--- config.mk ---
export PLATFORM = sky130hd
export DESIGN_NAME = iob_2p_assim_afifo_wr_ctrl_w_big
export DESIGN_NICKNAME = d
export VERILOG_FILES = /design/src/rtl/iob_2p_assim_afifo_wr_ctrl_w_big.sv
export SDC_FILE = /design/constraint.sdc
export NUM_CORES = 1
export LEC_CHECK = 0
export ABC_AREA = 1
export CAP_MARGIN = 20
export CORE_ASPECT_RATIO = 1.1
export CORE_MARGIN = 4
export CORE_UTILIZATION = 40
export DETAILED_ROUTE_END_ITERATION = 8
export GPL_TIMING_DRIVEN = 1
export PLACE_DENSITY = 0.73
export SLEW_MARGIN = 40
export SYNTH_ARGS = -nofsm -noshare
export SYNTH_HDL_FRONTEND = slang
export SYNTH_SLANG_ARGS = --single-unit
--- constraint.sdc ---
create_clock -name clk -period 5.7 [get_ports clk]
set_input_delay 1.71 -clock clk [delete_from_list [all_inputs] [get_ports clk]]
set_output_delay 1.71 -clock clk [all_outputs]
set_load 0.02 [all_outputs]
--- src/rtl/iob_2p_assim_afifo_wr_ctrl_w_big.sv ---
`default_nettype none
// ============================================================================
// Module   : iob_2p_assim_afifo_wr_ctrl_w_big
// Purpose  : Write-side controller for an asymmetric async FIFO. The write word
//            is RATIO times wider than the read word. The controller accepts
//            pushes and drives the memory write port (enable, data, Gray word
//            address). It synchronizes the read pointer from the read domain
//            and reports full, almost-full, fill level and sticky overflow.
//            It exports its registered Gray write pointer for the read-side
//            synchronizer.
// Ports    : clk, rst      - write-domain clock, synchronous active-high reset
//            w_en, data_in - push request and push data (W_DATA_W)
//            r_ptr_gray    - read pointer, Gray, narrow-word units (async)
//            mem_w_en, mem_data, mem_w_addr - memory write port
//            w_ptr_gray    - Gray write pointer, wide-word units, registered
//            full, almost_full, level, overflow - status
// Revision : 1.0 - initial release
// ============================================================================
module iob_2p_assim_afifo_wr_ctrl_w_big #(
  parameter int W_DATA_W = 16,
  parameter int R_DATA_W = 8,
  parameter int W_ADDR_W = 6,
  parameter int AF_LEVEL = 60,
  localparam int RATIO    = W_DATA_W / R_DATA_W,
  localparam int LOG2R    = $clog2(RATIO),
  localparam int R_ADDR_W = W_ADDR_W + LOG2R
) (
  input  logic                clk,
  input  logic                rst,
  input  logic                w_en,
  input  logic [W_DATA_W-1:0] data_in,
  input  logic [R_ADDR_W:0]   r_ptr_gray,
  output logic                mem_w_en,
  output logic [W_DATA_W-1:0] mem_data,
  output logic [W_ADDR_W-1:0] mem_w_addr,
  output logic [W_ADDR_W:0]   w_ptr_gray,
  output logic                full,
  output logic                almost_full,
  output logic [W_ADDR_W:0]   level,
  output logic                overflow
);

  localparam logic [W_ADDR_W:0] ONE_W      = (W_ADDR_W+1)'(1);
  localparam logic [W_ADDR_W:0] FULL_LEVEL = (W_ADDR_W+1)'(1 << W_ADDR_W);
  localparam logic [W_ADDR_W:0] AF_THRESH  = (W_ADDR_W+1)'(AF_LEVEL);

  logic [W_ADDR_W:0]   wptr;
  logic [W_ADDR_W:0]   wptr_next;
  logic [R_ADDR_W:0]   rp_sync1;
  logic [R_ADDR_W:0]   rp_sync2;
  logic [W_ADDR_W:0]   rp_w;
  logic [W_ADDR_W-1:0] wptr_low;
  logic                accept;

  // Gray-to-binary conversion of only the bits that survive the narrow-to-wide
  // shift. Binary bit k is the XOR of all Gray bits at or above k. Dropping
  // the low LOG2R bits floors the pointer. A wide slot is therefore released
  // only after every narrow word in it has been read.
  always_comb begin
    rp_w = '0;
    for (int i = 0; i <= W_ADDR_W; i++) begin
      rp_w[i] = ^(rp_sync2 >> (i + LOG2R));
    end
  end

  // Status depends only on flops. The extra MSB of both pointers tells a
  // full FIFO apart from an empty one.
  assign level       = wptr - rp_w;
  assign full        = (level == FULL_LEVEL);
  assign almost_full = (level >= AF_THRESH);

  assign accept   = w_en & ~full;
  assign mem_w_en = accept;
  assign mem_data = data_in;

  // The memory is addressed in Gray code. The address comes from the
  // registered pointer only, so there is no path from the inputs to the
  // address.
  assign wptr_low   = wptr[W_ADDR_W-1:0];
  assign mem_w_addr = wptr_low ^ (wptr_low >> 1);

  assign wptr_next = wptr + ONE_W;

  always_ff @(posedge clk) begin
    if (rst) begin
      wptr       <= '0;
      rp_sync1   <= '0;
      rp_sync2   <= '0;
      w_ptr_gray <= '0;
      overflow   <= 1'b0;
    end else begin
      rp_sync1 <= r_ptr_gray;
      rp_sync2 <= rp_sync1;
      if (accept) begin
        wptr       <= wptr_next;
        // The exported Gray pointer is registered from the next binary value.
        // It changes in at most one bit per cycle.
        w_ptr_gray <= wptr_next ^ (wptr_next >> 1);
      end
      if (w_en && full) begin
        overflow <= 1'b1;
      end
    end
  end

endmodule
`default_nettype wire

==> results of run 1 <==
==> area by class of cell <==
type,instances,area [µm²]
Clock inverter,1,30.03
Tap cell,54,67.56
Multi-Input combinational cell,154,882.1
Clock buffer,3,41.29
Fill cell,418,2208
Inverter,40,150.1
Sequential cell,28,560.5
Timing Repair Buffer,35,345.3
==> per-stage QoR <==
step / hold WS (ns) / cell area (µm²) / setup slack [ns]
detailed placement: 0.3955 / 2006 / 0.7109
global placement: 0.3895 / 2006 / 0.7381
global route: 0.4200 / 2077 / 0.1220
finish: 0.4054 / 2077 / 0.4338
CTS: 0.4091 / 2077 / 0.3877
floorplan: 0.3883 / 1774 / 1.063
==> layer usage <==
metal | part of all wire (%) | wire length, µm | track usage (%) | vias to the layer above
met5 | 0 | 0 | 0 | -
met4 | 1.8 | 57 | 5.263 | 0
met3 | 5.6 | 179 | 1.813 | 5
met2 | 48 | 1544 | 20.31 | 36
met1 | 45 | 1433 | 15.67 | 650
li1 | - | - | - | 770
==> worst max-delay path, stage by stage (launching register included) <==
cell and delay, ns:
dfxtp_1 0.35, xnor2_2 0.22, xor2_2 0.27, xor2_2 0.27, xor2_1 0.17, inv_1 0.06
ha_1 0.20, fa_1 0.38, inv_1 0.11, nand3_1 0.10, nand3_1 0.10, nand2_1 0.10
nor2_2 0.17, nand3_2 0.11, inv_1 0.06, clkdlybuf4s50_1 0.59
==> kinds of logic (layout without fill, tap and decap cells) <==
logic type                 count (synthesis)  count (layout)
buffers and inverters                     67              79
adders and majority gates                 12              12
xor gates and xnor gates                  19              19
AOI/OAI and AO/OA                         16              16
DFF                                       28              28
and+or+nand+nor                          107             107
==> registers in the layout, summed over array words and instances, names as in the netlist <==
name        flops
rp_sync1        7
rp_sync2        7
overflow        1
wptr            6
w_ptr_gray      7
==> power by group <==
group	total, W	internal, W	switching (W)
Sequential	0.000221	0.000209	0.0000116
Clock	0.000155	0.0000941	0.0000610
Combinational	0.000290	0.000127	0.000163
Total	0.000666	0.000430	0.000236
==> layout by cell type (no fill, tap or decap), drive strengths merged <==
cell type,instances
nand2,48
inv,40
clkdlybuf4s50,33
nor2,32
dfxtp,28
nand3,23
a21oi,16
xor2,13
ha,11
xnor2,6
nand4,4
clkbuf,3
buf,2
fa,1
bufinv,1
==> how the worst min path moves through the flow <==
stage                startpoint     endpoint  slack (ns)  cells after the start
floorplan           rp_sync1[1]  rp_sync2[1]        0.39                      2
global placement    rp_sync1[7]  rp_sync2[7]        0.39                      2
detailed placement  rp_sync1[7]  rp_sync2[7]        0.40                      2
CTS                 rp_sync1[7]  rp_sync2[7]        0.41                      2
global route        rp_sync1[7]  rp_sync2[7]        0.42                      2
finish              rp_sync1[5]  rp_sync2[5]        0.41                      2
==> qor.txt, run 1 <==
Post-route ant nets - 0
N_diodes - 0
Final period util - 92.39%
Synth Area in Compound Gates - 4.513%
Vias per cell - 4.638
Die Ht - 77.85 µm
CP Launch Type - register
Max frequency - 189.9 MHz
Final core utilization - 48.47%
Critical Path RT - 3.99 ns
Remaining Overflow, GRT - 0
Largest family of logic cells by synthesized area - simple AND/OR/NAND/NOR gates
Most common cell in the netlist - nand2_1
Iteration-0 DRC Markers - 53
Slew @ Worst Pin - 0.5230 ns
Nets - 301
Core area - 0.004285 mm²
Worst r2r src - rp_sync2[7]
Mux share of post-synthesis cell area - 0%
Critical path arrival - 3.56 ns
Synth Net Count - 288
Status - completed
Number of synthesized flops with an enable pin - 0
Crit path launch - rp_sync2[7]
FF-to-FF End - wptr[3]
First drt pass iteration count - 5
Synth Warn # - 0
Max IR drop VDD - 0.1250 mV
CTS max path bufs - 2
Die extent in x - 71.50 µm
Routed WL - 3214 µm
Row Count - 25
GP Congestion - 0.8246
Hold_buf cts - 0
FFs w/ async S/R, synth - 0%
Antenna violations before repair - 0
Initial Utilization - 41.40%
Post-Synth Adder-Cell Area - 8.886%
Relative slew slack - 65.02%
CTS Buf Count - 3
Static Leak - 1.045 nW
Critical path endpoint - full
Synthesis-to-layout area growth - 17.07%
Post-synthesis sequential area ratio - 31.59%
Wire per inst - 10.20 µm
Prevailing post-synth register cell - dfxtp_1
Power Dens Cells - 320.7 mW/mm²
XOR/XNOR share of the synthesized area - 11.07%
DRC - 0
Simple-gate share of the synthesized area - 25.25%
HP Class - reg2reg
Root Buffer - clkbuf_8
Fraction of layout cells with a size suffix above 1 - 4.981%
Clock Latency Late Sink - 0.28 ns
Die area - 0.005566 mm²
Non-Filler Instances - 315
Crit path max fanout - 3
Dpl hpwl - 2489 µm
WS Path Type - reg2out
MaxCap Viol Count - 0
Reg2reg path depth - 16
Post-CTS sizing - 0
Cells after synthesis - 249
Total global-route track usage - 12.28%
Area leader, netlist - dfxtp_1
Min cycle time layout - 5.266 ns
Post-Syn Area per Cell - 7.125 µm²
Clock Sinks - 28
Mapped Area - 0.001774 mm²
Worst-path clk slew - 0.09 ns
First-pass GRT wire length - 5630 µm
CTS tree - done
Largest net degree at the start of global routing - 28
TNS Setup - 0 ns
Top cells by area, synth - dfxtp_1 (32%), nand2_1 (10%), inv_1 (8.3%)
Vias - 1461
Vias in the first global route - 1269
Top cell type's share of synthesized area - 31.59%
Post-CTS setup buffers - 0
Fin. max-slew vios - 0
Num ports - 67
H-tree Lvls - 1
Final Setup Violations - 0
Fin. Hold Viols - 0
Reg-to-reg slack, setup - 2.53 ns
Worst clock skew - 0.002690 ns
Crit. End Element - primary output
Most frequent cells after synthesis - nand2_1 (48), inv_1 (39), nor2_1 (31), dfxtp_1 (28), nand3_1 (22)
RSZ-0062 raised after global routing - no
Number of buffers added on ports - 33
Netlist cell types - 21
Design Power - 0.0006660 W
FF+latch count, synth - 28
Dpl cells - 311
(Power assumes the default switching activity.)
==> inputs of run 2 (changes only) <==
--- a/config.mk
+++ b/config.mk
@@ -12,6 +12,6 @@
 export CORE_UTILIZATION = 40
 export DETAILED_ROUTE_END_ITERATION = 8
-export GPL_TIMING_DRIVEN = 1
 export PLACE_DENSITY = 0.73
+export SKIP_CTS_REPAIR_TIMING = 1
 export SLEW_MARGIN = 40
 export SYNTH_ARGS = -nofsm -noshare
==> constraint.sdc (replaced) <==
create_clock -name clk -period 5.7 [get_ports clk]
set_input_delay 1.71 -clock clk [delete_from_list [all_inputs] [get_ports clk]]
set_output_delay 1.71 -clock clk [all_outputs]
set_load 0.005 [all_outputs]
==> run 2 against run 1 <==
  * Die area unchanged
  * Highest routed layer unchanged
  * Non-clock buffer count unchanged
  * Largest cell class unchanged
  * Total power decreased by 6.4%
  * Utilization did not move
  * First-iteration DRC count fell by 7.5%
  * Global-route usage rose by 0.19 points
  * Design area unchanged
  * Critical path type unchanged
  * Critical endpoint unchanged
  * Clock power barely moved
  * Sequential share of layout area unchanged
  * Critical path depth unchanged
  * Maximum frequency up 2.0%
==> qor.txt, run 2 (synthesis gave the netlist of run 1 again) <==
Num ports - 67 (unchanged)
Worst path max stage delay - 0.49 ns (-0.10 ns)
Status - completed
Root Buffer - clkbuf_8
RSZ-0062 raised after global routing - no
Sw power - 0.0001939 W (-18%)
Routed WL - 3341 µm (+4.0%)
Iteration-0 DRC Markers - 49 (-7.5%)
Fin. Hold Viols - 0 (unchanged)
Fraction of layout cells with a size suffix above 1 - 4.981% (unchanged)
Reg-to-reg slack, setup - 2.53 ns (about the same)
Post-route cell area - 0.002077 mm² (unchanged)
Crit. End Element - primary output
Vias in the first global route - 1339 (+5.5%)
Most frequent CP cell - inv_1
FF-to-FF End - wptr[3]
Internal Pwr Total - 0.0004295 W (-0.17%)
Worst clock skew - 0.003657 ns (+0.0009664 ns)
Clock Sinks - 28 (unchanged)
Design Power - 0.0006233 W (-6.4%)
Family with the most delay on the worst path - XOR/XNOR gates
Clock power frac - 24.8% (+1.5 points)
Placed cell area - 0.002006 mm² (unchanged)
Hold path start - rp_sync1[5]
Comb power frac - 39.7% (-3.8 points)
Worst r2r src - rp_sync2[7]
CTS tree - done
Synthesis-to-layout area growth - 17.07% (unchanged)
CP Launch Type - register
Total global-route track usage - 12.47% (+0.19 points)
Most frequent cells in the layout - nand2_1 (48), inv_1 (39), clkdlybuf4s50_1 (33)
Worst slack, placed - 0.8065 ns (+0.09560 ns)
Final core utilization - 48.47% (unchanged)
HP Class - reg2reg
Critical path arrival - 3.45 ns (-0.11 ns)
H-tree Lvls - 1 (unchanged)
Max frequency - 193.6 MHz (+2.0%)
Die extent in x - 71.50 µm (unchanged)
Vias per cell - 4.546 (-2.0%)
DRC - 0 (unchanged)
Final period util - 90.61% (-1.8 points)
Nets - 301 (unchanged)
Registers with the most flip-flops - rp_sync1: 7 flops, rp_sync2: 7 flops, w_ptr_gray: 7 flops
MaxCap Viol Count - 0 (unchanged)
Worst hold path endpoint - rp_sync2[5]
Slew @ Worst Pin - 0.5281 ns (+0.005126 ns)
Reg2reg path depth - 16 (unchanged)
Antenna violations before repair - 0 (unchanged)
Final WS setup - 0.5353 ns (+0.1015 ns)
CP Cell Sequence - xnor2_2, xor2_2, xor2_2, xor2_1, inv_1, ha_1, fa_1, inv_1, nand3_1, nand3_1, nand2_1, nor2_2, nand3_2, inv_1, clkdlybuf4s50_1
Die Ht - 77.85 µm (unchanged)
Wire per inst - 10.61 µm (+4.0%)
TNS Setup - 0 ns (unchanged)
Worst-path clk slew - 0.09 ns (about the same)
Static Leak - 1.045 nW (unchanged)
Fin. max-slew vios - 0 (unchanged)
Hold Crit Depth - 2 (unchanged)
Post-route ant nets - 0 (unchanged)
First-pass GRT wire length - 5768 µm (+2.5%)
GP Congestion - 0.8215 (-0.38%)
Min cycle time layout - 5.165 ns (-0.1015 ns)
First drt pass iteration count - 4 (-1)
Critical path's slowest cell - clkdlybuf4s50_1
Remaining Overflow, GRT - 0 (unchanged)
Row Count - 25 (unchanged)
Vias - 1432 (-2.0%)
CTS max path bufs - 2 (unchanged)
Sequential share of power - 35.5% (+2.3 points)
Dpl hpwl - 2547 µm (+2.3%)
Switching Share - 31.10% (-4.3 points)
Crit path max fanout - 3 (unchanged)
Filler cells - 411 (-1.7%)
N_diodes - 0 (unchanged)
CP Buf/Inv Count - 4 (unchanged)
Most common cell after layout, fill and taps aside - nand2_1
Final Setup Violations - 0 (unchanged)
Power Dens Cells - 300.1 mW/mm² (-6.4%)
Initial Utilization - 41.40% (unchanged)
Max IR drop VDD - 0.1557 mV (+25%)
Largest net degree at the start of global routing - 28 (unchanged)
Number of buffers added on ports - 33 (unchanged)
Die area - 0.005566 mm² (unchanged)
CTS Buf Count - 3 (unchanged)
Relative slew slack - 64.68% (-0.34 points)
WS Path Type - reg2out
Clock Latency Late Sink - 0.27 ns (about the same)
Critical Path RT - 3.99 ns (about the same)
Core area - 0.004285 mm² (unchanged)
==> run 2: cell counts in the layout (fill, tap and decap cells not counted) <==
No cell type changed its count.
==> run 2: power by group through the flow <==
stage / combinational (W) / clock, W / sequential [W]
after floorplan: 0.000158 / 0 / 0.000224
after global placement: 0.000243 / 0 / 0.000225
after detailed placement: 0.000249 / 0 / 0.000226
after CTS: 0.000250 / 0.000159 / 0.000222
after global routing: 0.000280 / 0.000167 / 0.000223
final: 0.000247 / 0.000155 / 0.000221
==> run 2: cell type report <==
| cell class | count | area [µm²] | share of cell area [%] |
|---|---|---|---|
| Multi-Input combinational cell | 154 | 882.1 | 42.47 |
| Sequential cell | 28 | 560.5 | 26.99 |
| Timing Repair Buffer | 35 | 345.3 | 16.63 |
| Inverter | 40 | 150.1 | 7.229 |
| Tap cell | 54 | 67.56 | 3.253 |
| Clock buffer | 3 | 41.29 | 1.988 |
| Clock inverter | 1 | 30.03 | 1.446 |
==> run 2: how the worst max path moves through the flow <==
stage,endpoint,start,depth (start not counted)
floorplan,mem_w_en,rp_sync2[7],16
global placement,full,rp_sync2[7],15
detailed placement,full,rp_sync2[7],15
CTS,full,rp_sync2[7],15
global route,full,rp_sync2[7],15
finish,full,rp_sync2[7],15
==> run 2: metrics by stage <==
step	cells	hold WS [ns]
2_1_floorplan	249	0.3883
3_3_place_gp	311	0.3896
3_5_place_dp	311	0.3961
4_1_cts	315	0.4097
5_1_grt	315	0.4191
6_report	315	0.4057
==> run 2: worst min-delay path, stage by stage (launching register included) <==
cell and delay [ns]:
dfxtp_1 0.31, inv_1 0.04, nor2_1 0.03
==> run 2: layer usage <==
metal,GRT usage (%),vias to the layer above,part of all wire (%)
met3,2.461,7,5.5
met5,0,-,0
li1,-,762,-
met1,15.67,632,44
met4,5.451,0,1.9
met2,20.40,31,48
==> inputs of run 3 (changes only) <==
- HOLD_SLACK_MARGIN: not set -> 0.03
==> results of run 3 <==
Same layout as run 2: the final DEF is identical, and so are final timing and power.
